<file path="src/rtl/be_pkg.sv">
// Backend shared types for the RV32M multiply/divide sequencer: op and state
// enums, fixed special-case answers and the operand signedness helper.
package be_pkg;

    typedef logic [31:0] RV32I_OPERAND_t;

    // Encoded exactly as the instruction's funct3 field.
    typedef enum logic [2:0] {
        OP_MUL    = 3'd0,
        OP_MULH   = 3'd1,
        OP_MULHSU = 3'd2,
        OP_MULHU  = 3'd3,
        OP_DIV    = 3'd4,
        OP_DIVU   = 3'd5,
        OP_REM    = 3'd6,
        OP_REMU   = 3'd7
    } MULDIV_OP_t;

    typedef enum logic [1:0] {
        ST_IDLE = 2'd0,
        ST_PREP = 2'd1,
        ST_RUN  = 2'd2,
        ST_FIN  = 2'd3
    } MULDIV_STATE_t;

    localparam logic [31:0] DIV_BY_ZERO_Q = 32'hFFFF_FFFF;
    localparam logic [31:0] INT_MIN       = 32'h8000_0000;

    // True when rs1 is interpreted as signed; rs2 is signed for the same ops except MULHSU.
    function automatic logic is_signed_op(input MULDIV_OP_t op);
        return (op == OP_MULH) || (op == OP_MULHSU) || (op == OP_DIV) || (op == OP_REM);
    endfunction

endpackage

</file>
<file path="src/rtl/muldiv_step.sv">
// One combinational radix-2 step: shift-add multiply or restoring divide,
// selected by div_mode_i. hi/lo hold product halves or remainder/quotient.
module muldiv_step #(
    parameter int XLEN = 32
) (
    input  logic            div_mode_i,
    input  logic [XLEN:0]   hi_i,
    input  logic [XLEN-1:0] lo_i,
    input  logic [XLEN-1:0] m_i,
    output logic [XLEN:0]   hi_o,
    output logic [XLEN-1:0] lo_o
);

    logic [XLEN:0] sum;
    logic [XLEN:0] shifted;
    logic [XLEN:0] trial;

    always_comb begin
        sum     = hi_i + {1'b0, (m_i & {XLEN{lo_i[0]}})};
        shifted = {hi_i[XLEN-1:0], lo_i[XLEN-1]};
        // Remainder < divisor, so a 33-bit difference always carries the true sign in its MSB.
        trial   = shifted - {1'b0, m_i};
        if (div_mode_i) begin
            if (trial[XLEN]) begin
                hi_o = shifted;
                lo_o = {lo_i[XLEN-2:0], 1'b0};
            end else begin
                hi_o = trial;
                lo_o = {lo_i[XLEN-2:0], 1'b1};
            end
        end else begin
            hi_o = {1'b0, sum[XLEN:1]};
            lo_o = {sum[0], lo_i[XLEN-1:1]};
        end
    end

endmodule

</file>
<file path="src/rtl/rv32m_muldiv_sequencer.sv">
// Iterative RV32M multiply/divide sequencer (IDLE/PREP/RUN/FIN) stalling the core.
// Optional RV32M_FAST_MUL_EN: MUL-class ops use a single-cycle product in PREP.
module rv32m_muldiv_sequencer
    import be_pkg::*;
#(
    parameter int XLEN   = 32,
    parameter int UNROLL = 1
) (
    input  logic            clk,
    input  logic            rst,
    input  logic            start,
    input  logic [2:0]      op,
    input  logic [XLEN-1:0] rs1,
    input  logic [XLEN-1:0] rs2,
    output logic            stall,
    output logic            busy,
    output logic            done,
    output logic [XLEN-1:0] result
);

    localparam int CNT_W = $clog2(XLEN / UNROLL + 1);

    MULDIV_STATE_t   state_q, state_d;
    MULDIV_OP_t      op_q, op_d;
    logic [XLEN-1:0] rs1_q, rs1_d;
    logic [XLEN-1:0] rs2_q, rs2_d;
    logic [XLEN-1:0] m_q, m_d;
    logic [XLEN:0]   hi_q, hi_d;
    logic [XLEN-1:0] lo_q, lo_d;
    logic [CNT_W-1:0] count_q, count_d;
    logic            neg_q, neg_d;
    logic            neg_rem_q, neg_rem_d;
    logic [XLEN-1:0] result_q, result_d;

    logic            is_div;
    logic            s1, s2;
    logic [XLEN-1:0] mag1, mag2;
    logic [2*XLEN-1:0] prod, prod_fix;
    logic [XLEN-1:0] quo_fix, rem_fix, fin_val;

    logic [XLEN:0]   hi_c [UNROLL+1];
    logic [XLEN-1:0] lo_c [UNROLL+1];

    assign is_div  = op_q[2];
    assign hi_c[0] = hi_q;
    assign lo_c[0] = lo_q;

    for (genvar g = 0; g < UNROLL; g++) begin : g_step
        muldiv_step #(.XLEN(XLEN)) u_step (
            .div_mode_i (is_div),
            .hi_i       (hi_c[g]),
            .lo_i       (lo_c[g]),
            .m_i        (m_q),
            .hi_o       (hi_c[g+1]),
            .lo_o       (lo_c[g+1])
        );
    end

`ifdef RV32M_FAST_MUL_EN
    logic [2*XLEN-1:0] fast_a, fast_b, fast_p;
    // Sign/zero-extended operands give the same low 64 bits as a 33x33 signed product.
    assign fast_a = {{XLEN{s1}}, rs1_q};
    assign fast_b = {{XLEN{s2}}, rs2_q};
    assign fast_p = fast_a * fast_b;
`endif

    always_comb begin
        s1   = rs1_q[XLEN-1] & is_signed_op(op_q);
        s2   = rs2_q[XLEN-1] & is_signed_op(op_q) & (op_q != OP_MULHSU);
        mag1 = s1 ? (~rs1_q + 1'b1) : rs1_q;
        mag2 = s2 ? (~rs2_q + 1'b1) : rs2_q;

        prod     = {hi_q[XLEN-1:0], lo_q};
        prod_fix = neg_q ? (~prod + 1'b1) : prod;
        quo_fix  = neg_q ? (~lo_q + 1'b1) : lo_q;
        rem_fix  = neg_rem_q ? (~hi_q[XLEN-1:0] + 1'b1) : hi_q[XLEN-1:0];
        case (op_q)
            OP_MUL:                         fin_val = prod_fix[XLEN-1:0];
            OP_MULH, OP_MULHSU, OP_MULHU:   fin_val = prod_fix[2*XLEN-1:XLEN];
            OP_DIV, OP_DIVU:                fin_val = quo_fix;
            default:                        fin_val = rem_fix;
        endcase
    end

    always_comb begin
        state_d   = state_q;
        op_d      = op_q;
        rs1_d     = rs1_q;
        rs2_d     = rs2_q;
        m_d       = m_q;
        hi_d      = hi_q;
        lo_d      = lo_q;
        count_d   = count_q;
        neg_d     = neg_q;
        neg_rem_d = neg_rem_q;
        result_d  = result_q;

        case (state_q)
            ST_IDLE: begin
                if (start) begin
                    state_d = ST_PREP;
                    op_d    = MULDIV_OP_t'(op);
                    rs1_d   = rs1;
                    rs2_d   = rs2;
                end
            end
            ST_PREP: begin
                count_d = CNT_W'(XLEN / UNROLL);
                state_d = ST_RUN;
                if (is_div) begin
                    hi_d      = '0;
                    lo_d      = mag1;
                    m_d       = mag2;
                    neg_d     = s1 ^ s2;
                    neg_rem_d = s1;
                    // Fixed answers are staged in hi/lo so FIN's normal select picks them up.
                    if (rs2_q == '0) begin
                        hi_d      = {1'b0, rs1_q};
                        lo_d      = DIV_BY_ZERO_Q;
                        neg_d     = 1'b0;
                        neg_rem_d = 1'b0;
                        state_d   = ST_FIN;
                    end else if (((op_q == OP_DIV) || (op_q == OP_REM)) &&
                                 (rs1_q == INT_MIN) && (rs2_q == '1)) begin
                        hi_d      = '0;
                        lo_d      = INT_MIN;
                        neg_d     = 1'b0;
                        neg_rem_d = 1'b0;
                        state_d   = ST_FIN;
                    end
                end else begin
                    hi_d      = '0;
                    lo_d      = mag2;
                    m_d       = mag1;
                    neg_d     = s1 ^ s2;
                    neg_rem_d = 1'b0;
`ifdef RV32M_FAST_MUL_EN
                    hi_d      = {1'b0, fast_p[2*XLEN-1:XLEN]};
                    lo_d      = fast_p[XLEN-1:0];
                    neg_d     = 1'b0;
                    state_d   = ST_FIN;
`endif
                end
            end
            ST_RUN: begin
                hi_d    = hi_c[UNROLL];
                lo_d    = lo_c[UNROLL];
                count_d = count_q - 1'b1;
                if (count_q == CNT_W'(1)) begin
                    state_d = ST_FIN;
                end
            end
            ST_FIN: begin
                result_d = fin_val;
                state_d  = ST_IDLE;
            end
            default: state_d = ST_IDLE;
        endcase
    end

    always_ff @(posedge clk) begin
        if (rst) begin
            state_q   <= ST_IDLE;
            op_q      <= OP_MUL;
            rs1_q     <= '0;
            rs2_q     <= '0;
            m_q       <= '0;
            hi_q      <= '0;
            lo_q      <= '0;
            count_q   <= '0;
            neg_q     <= 1'b0;
            neg_rem_q <= 1'b0;
            result_q  <= '0;
        end else begin
            state_q   <= state_d;
            op_q      <= op_d;
            rs1_q     <= rs1_d;
            rs2_q     <= rs2_d;
            m_q       <= m_d;
            hi_q      <= hi_d;
            lo_q      <= lo_d;
            count_q   <= count_d;
            neg_q     <= neg_d;
            neg_rem_q <= neg_rem_d;
            result_q  <= result_d;
        end
    end

    // Result is visible with the done pulse and held from the register afterwards.
    assign result = (state_q == ST_FIN) ? fin_val : result_q;
    assign done   = (state_q == ST_FIN);
    assign busy   = (state_q != ST_IDLE);
    assign stall  = ((state_q == ST_IDLE) & start) | (state_q == ST_PREP) | (state_q == ST_RUN);

endmodule

</file>
<file path="config.mk">
export PLATFORM = sky130hd
export DESIGN_NAME = rv32m_muldiv_sequencer
export DESIGN_NICKNAME = d
export VERILOG_FILES = /design/src/rtl/be_pkg.sv /design/src/rtl/muldiv_step.sv /design/src/rtl/rv32m_muldiv_sequencer.sv
export SDC_FILE = /design/constraint.sdc
export NUM_CORES = 1
export LEC_CHECK = 0
export CAP_MARGIN = 20
export CELL_PAD_IN_SITES_DETAIL_PLACEMENT = 1
export CELL_PAD_IN_SITES_GLOBAL_PLACEMENT = 1
export CORE_AREA = 2 2 197 199
export DETAILED_ROUTE_END_ITERATION = 10
export DIE_AREA = 0 0 199 201
export GPL_TIMING_DRIVEN = 0
export MAX_ROUTING_LAYER = met4
export PLACE_DENSITY_LB_ADDON = 0.12
export SLEW_MARGIN = 30
export SYNTH_ARGS = -nofsm -noshare
export SYNTH_HDL_FRONTEND = slang
export SYNTH_HIERARCHICAL = 1
export SYNTH_SLANG_ARGS = --single-unit
</file>
<file path="constraint.sdc">
create_clock -name clk -period 6.8 [get_ports clk]
set_input_delay 0.68 -clock clk [delete_from_list [all_inputs] [get_ports clk]]
set_output_delay 0.68 -clock clk [all_outputs]
set_load 0.005 [all_outputs]
</file>
After elaboration in Yosys (flattened, before gate mapping)
Cells that the tools add are included.

Bits in latches: 0. Output and inout port bits: 35. Memories kept: 0. Input bits: 70. RAM bits: 0. Word-level logic and storage cells: 94. Flip-flop bits (word level): 206. Bits in read-only memories: 0.

$lt $le $gt $ge: 0. Bitwise gates (word level): 13. Add/sub/neg operators: 8. Shifts and indexed selects: 0. Div/mod/pow operators: 0. Mux-type cells: 32. Reduce and logical (&&, ||, !) cells: 15. Equal/unequal tests: 15. Multiply operators: 0.

Operators with widths (count): $mux 32 (11); $add 32x1->32 const B (4); $not 32->32 (4); $mux 33 (3); $pmux 32 s3 (1); $pmux 33 s2 (1); $add 64x1->64 const B (1); $eq 32x32->1 const B (2); $mux 64 (1); $not 64->64 (1); $pmux 32 s2 (1); $add 33x32->33 (1); $sub 33x32->33 (1); $and 32x32->32 (1); $logic_not 32->1 (1); $pmux 6 s2 (1); $mux 1 (10); $eq 3x3->1 const B (3); $pmux 2 s4 (1); $eq 3x2->1 const B (2); $eq 6x1->1 const B (1); $sub 6x1->6 const B (1); $and 1x1->1 (4); $eq 2x2->1 const B (2); other kinds (15) (24).

Depth between registers and ports, before layout
Depth after elaboration: 10. Gate-level depth with buffers: 20. Depth with buffers taken out: 19.

Modules after synthesis
The synthesis kept the hierarchy.

Modules (own cells, without submodules): rv32m_muldiv_sequencer (seq. area each 4124.0 µm², area an instance 13646.8 µm², cells each 1865, times used 1); muldiv_step (seq. area each 0.0 µm², area an instance 4718.3 µm², cells each 679, times used 1).

Worst setup path after synthesis
No wires, ideal clock.

Path type: flip-flop to flip-flop. Start point: reg lo_q[31]. End point: reg hi_q[26]. Path slack: 2.903 ns. Setup time: 0.132 ns. Clock period less this slack: 3.897 ns. Arrival time: 3.765 ns. Stages on the path, launching flop included: 19. Data required time: 6.668 ns. Path buffers: 2. Cell sequence: dfxtp_1 inv_1 ha_1 fa_1 nand2b_1 a21oi_1 o211ai_1 and4bb_2 o21ba_2 o31ai_4 nand3_1 nand2_1 ha_1 clkbuf_1 buf_1 nand2_1 o211a_1 a22oi_1 a21oi_1.

RTL lines: start: declaration (RTL line rv32m_muldiv_sequencer.sv:29) `logic [XLEN-1:0] lo_q, lo_d;`; start signal: assignment (RTL line rv32m_muldiv_sequencer.sv:181) `lo_q <= lo_d;`; end signal: assignment (RTL line rv32m_muldiv_sequencer.sv:180) `hi_q <= hi_d;`; end: declaration (RTL line rv32m_muldiv_sequencer.sv:28) `logic [XLEN:0] hi_q, hi_d;`.

Worst setup path after layout
Start point: reg op_q[2]. End point: out result[16].

Longest elaborated chain between the ends: 4. Elaborated cells on any way between the ends: 10. Classes of those cells: eq/ne: 5; mux: 2; reduce/logical: 3.

RTL lines: start: declaration (RTL line rv32m_muldiv_sequencer.sv:24) `MULDIV_OP_t op_q, op_d;`; start signal: assignment (RTL line rv32m_muldiv_sequencer.sv:176) `op_q <= op_d;`; $eq 3x1->1 (tied with other cells) (RTL line rv32m_muldiv_sequencer.sv:77) `case (op_q)`; $reduce_or 3->1 / $reduce_or 2->1 (equally long branches) (RTL line rv32m_muldiv_sequencer.sv:77); $pmux 32 s3 * (RTL line rv32m_muldiv_sequencer.sv:77); $mux 32 * (RTL line rv32m_muldiv_sequencer.sv:190) `assign result = (state_q == ST_FIN) ? fin_val : result_q;`; end: declaration (RTL line rv32m_muldiv_sequencer.sv:18) `output logic [XLEN-1:0] result`.

Mark *: on every way between the ends. The rest lies on a longest branch, timed or not.

==> impl_metrics.tcl <==
set metrics [dict create \
    hold_path_startpoint "result_q[1]" \
    synth-seq-cells 206 \
    internal_power_of_the_cells_mw 3.998 \
    worst_setup_path_start_kind "flop" \
    clockPowerShare 0.169 \
    power.density_nw_per_um2 412.5 \
    p_switching_mw 4.661 \
    unrepaired_setup_endpoints_after_global_routing "false" \
    postSynthAreaPerCell_um2 7.219 \
    timing.slew.headroom 0.2039 \
    gp_routability_congestion 1.155 \
    crit_arrival_ps 5320 \
    setup-tns-final_ps 0 \
    total_overflow_reported_by_the_global_router 0 \
    clk_pin_slew_worst_paths_ps 60 \
    switching_share 0.5383 \
    irDropWorstVdd_mv 0.2607 \
    hold_path_class "flop to flop" \
    standard_cell_core_area_um2 38110 \
    tritoncts_num_sinks 206 \
    startpoint_of_the_most_critical_register_to_register_path "lo_q[31]" \
    ys_async_sr_fraction 0 \
    startpoint "op_q[2]" \
    grt_util_all_layers 0.4983 \
    setup_ws_ps 800.2 \
    wire_length_of_the_first_global_routing_pass_um 144800 \
    cts_max_path_buffers 3 \
    cts.repair.resized 0 \
    netlist_area_um2 18370 \
    fill_cells 4891 \
    synth-edff-count 0 \
    routed_wire_length_per_instance_um 30.47 \
    die_height_um 201 \
    worst_pin_slew_ps 1190 \
    critPathMaxStageDelay_ps 710 \
    global_route.peak_usage_layer "met2" \
    floorplan.io_pins 105 \
    finalWirelength_um 97800 \
    fmax_mhz 166.7 \
    grt_pass1_vias 22620 \
    global_route.usage.met3 0.1324 \
    insertion_delay_ps 600 \
    yosysUniqueCellTypes 93 \
    mostFrequentLayoutCell "sky130_fd_sc_hd__nand2_1" \
    post_synth_inst_count 2544 \
    numPortBuffers 103 \
    holdBufCountCts 0 \
    synth_seq_area_share 0.2246 \
    globalRouteMet2Util 0.7238 \
    regToRegSetupSlack_ps 1250 \
    fin_hold_ws_ps 486.9 \
    pwr-share-seq 0.198 \
    most-common-layout-cells "sky130_fd_sc_hd__nand2_1 (326), sky130_fd_sc_hd__a21oi_1 (252), sky130_fd_sc_hd__dfxtp_1 (206)" \
    setup_viol_count_final 0 \
    synth-warning-count 6 \
    cp_data_required_time_ps 6120 \
    post_cts_buffers 0 \
    run_status "completed" \
    dp.final_hpwl_um 74370 \
    p_comb_frac 0.632 \
    cts_made_buffers 26 \
    finalWorstPathRequiredPeriod_ps 6000 \
    clock-root-buffer "sky130_fd_sc_hd__clkbuf_16" \
    worstPathCellList "clkbuf_1 > o21bai_1 > clkbuf_1 > clkbuf_1 > clkbuf_1 > a21oi_1 > a211oi_1 > nor3_1 > clkdlybuf4s50_1" \
    num_vias 22270 \
    drt-initial-drc-count 2367 \
    max_cap_violations 0 \
    initial_antenna_violation_count 2 \
    final_layout_size_suffix_gt1_frac 0.05502 \
    total_leakage_power_nw 7.835 \
    path_buf_inv 5 \
    drt_drc_violations_left 0 \
    end_kind "primary output" \
    timing_max_transition_violations_final 0 \
    cts_tree "built" \
    dp_slack_ps 1470 \
    ant_nets 0 \
    grt_start_max_net_pins 15 \
    die_footprint_um2 40000 \
    gr-usage-met1 0.5858 \
    worst_path_max_delay_cell "sky130_fd_sc_hd__dfxtp_1" \
    synth_nets 2693 \
    cp_common_cell "sky130_fd_sc_hd__clkbuf_1" \
    initial_core_utilization 0.4819 \
    htreeDepth 1 \
    area.growth.synth_to_final_pct 14.30 \
    num_rows 72 \
    vias_per_cell 6.938 \
    ys_dominant_reg_cell "sky130_fd_sc_hd__dfxtp_1" \
    final.setup_skew_ps 26.14 \
    drt_pass1_iterations 6 \
    final.period_utilization 0.8823 \
    layout.nets 2824 \
    die_width_um 199 \
    cpLargestDelayFamily "buffers and inverters" \
    critPathKind "flop to primary output" \
    hold_viol 0 \
    crit_path_max_fanout 10 \
]
flip-flops by register name, indices dropped and copies added, names as in the netlist, 2 cells and up:
name      count
count_q       6
hi_q         33
lo_q         32
m_q          32
op_q          3
result_q     32
rs1_q        32
rs2_q        32
state_q       2
power by group through the flow:
stage | Sequential [mW] | Combinational (mW) | Clock, mW
3_5_place_dp | 1.71 | 5.15 | 0
6_report | 1.72 | 5.48 | 1.46
3_3_place_gp | 1.70 | 5.00 | 0
4_1_cts | 1.69 | 5.21 | 1.45
5_1_grt | 1.73 | 5.71 | 1.49
2_1_floorplan | 1.58 | 3.36 | 0
through the flow:
stage	power [mW]	cells	utilization	instance area (um^2)
finish	8.659	3210	0.5509	20990
detailed placement	6.866	3165	0.5272	20090
CTS	8.345	3208	0.5495	20940
global route	8.935	3210	0.5509	20990
floorplan	4.940	2544	-	18370
global placement	6.693	3165	0.5260	20040
worst register-to-register path, stage by stage (launching register included):
cell	delay, ps
sky130_fd_sc_hd__dfxtp_1	400
sky130_fd_sc_hd__inv_1	120
sky130_fd_sc_hd__ha_1	240
sky130_fd_sc_hd__fa_1	400
sky130_fd_sc_hd__nand2b_1	180
sky130_fd_sc_hd__a21oi_1	270
sky130_fd_sc_hd__o211ai_1	190
sky130_fd_sc_hd__and4bb_2	350
sky130_fd_sc_hd__o21ba_2	270
sky130_fd_sc_hd__o31ai_4	340
sky130_fd_sc_hd__nand3_1	120
sky130_fd_sc_hd__nand2_1	90
sky130_fd_sc_hd__ha_1	150
sky130_fd_sc_hd__clkbuf_1	520
sky130_fd_sc_hd__buf_1	710
sky130_fd_sc_hd__nand2_1	410
sky130_fd_sc_hd__o21ai_0	290
sky130_fd_sc_hd__o21bai_1	150
sky130_fd_sc_hd__a22oi_1	90
sky130_fd_sc_hd__a21oi_1	190
layer usage:
metal,up-vias,share of wire,routed length [um]
met3,434,0.11,11030
met4,0,0.090,8807
met1,10760,0.37,36400
met2,1457,0.42,41560
met5,-,0,0
li1,9620,-,-
path summary, 6_finish.rpt:
kind,endpoint,depth (start not counted)
hold / removal,result_q[1],2
setup reg to reg,hi_q[28],19
hold reg to reg,result_q[1],2
setup / recovery,result[16],9
final cells by class:
type / count / area (um^2) / share of cell area
diodes: 2 / 5.005 / 0.0002384
clock inverters: 10 / 153.9 / 0.007331
multi-input cells: 2038 / 13180 / 0.6280
inverters: 78 / 292.8 / 0.01395
clock buffers: 33 / 696.9 / 0.03320
flip-flops and latches: 206 / 4124 / 0.1965
plain buffers: 222 / 857.1 / 0.04083
repair buffers: 103 / 1031 / 0.04911
well taps: 518 / 648.1 / 0.03088
cell usage after synthesis (all sizes together) (39+ instances only):
cell	count	share of area
a21oi	253	0.069
a22oi	57	0.024
and2	52	0.018
clkbuf	193	0.040
dfxtp	206	0.22
ha	77	0.052
inv	76	0.016
mux2	39	0.024
nand2	326	0.067
nand3	42	0.011
nand4	47	0.016
nor2	169	0.035
nor3	66	0.018
nor4	54	0.019
o21ai	117	0.032
o31ai	42	0.018
or3	41	0.014
xnor2	105	0.050
xor2	56	0.027
kinds of logic after synthesis:
logic type | synth area share
AO/OA/AOI/OAI | 0.2842
XOR/XNOR | 0.07678
adder cells (fa/ha/maj) | 0.05464
buffers and inverters | 0.06254
flip-flops | 0.2246
multiplexers | 0.04462
AND/OR/NAND/NOR | 0.2526
(Power assumes the default switching activity.)
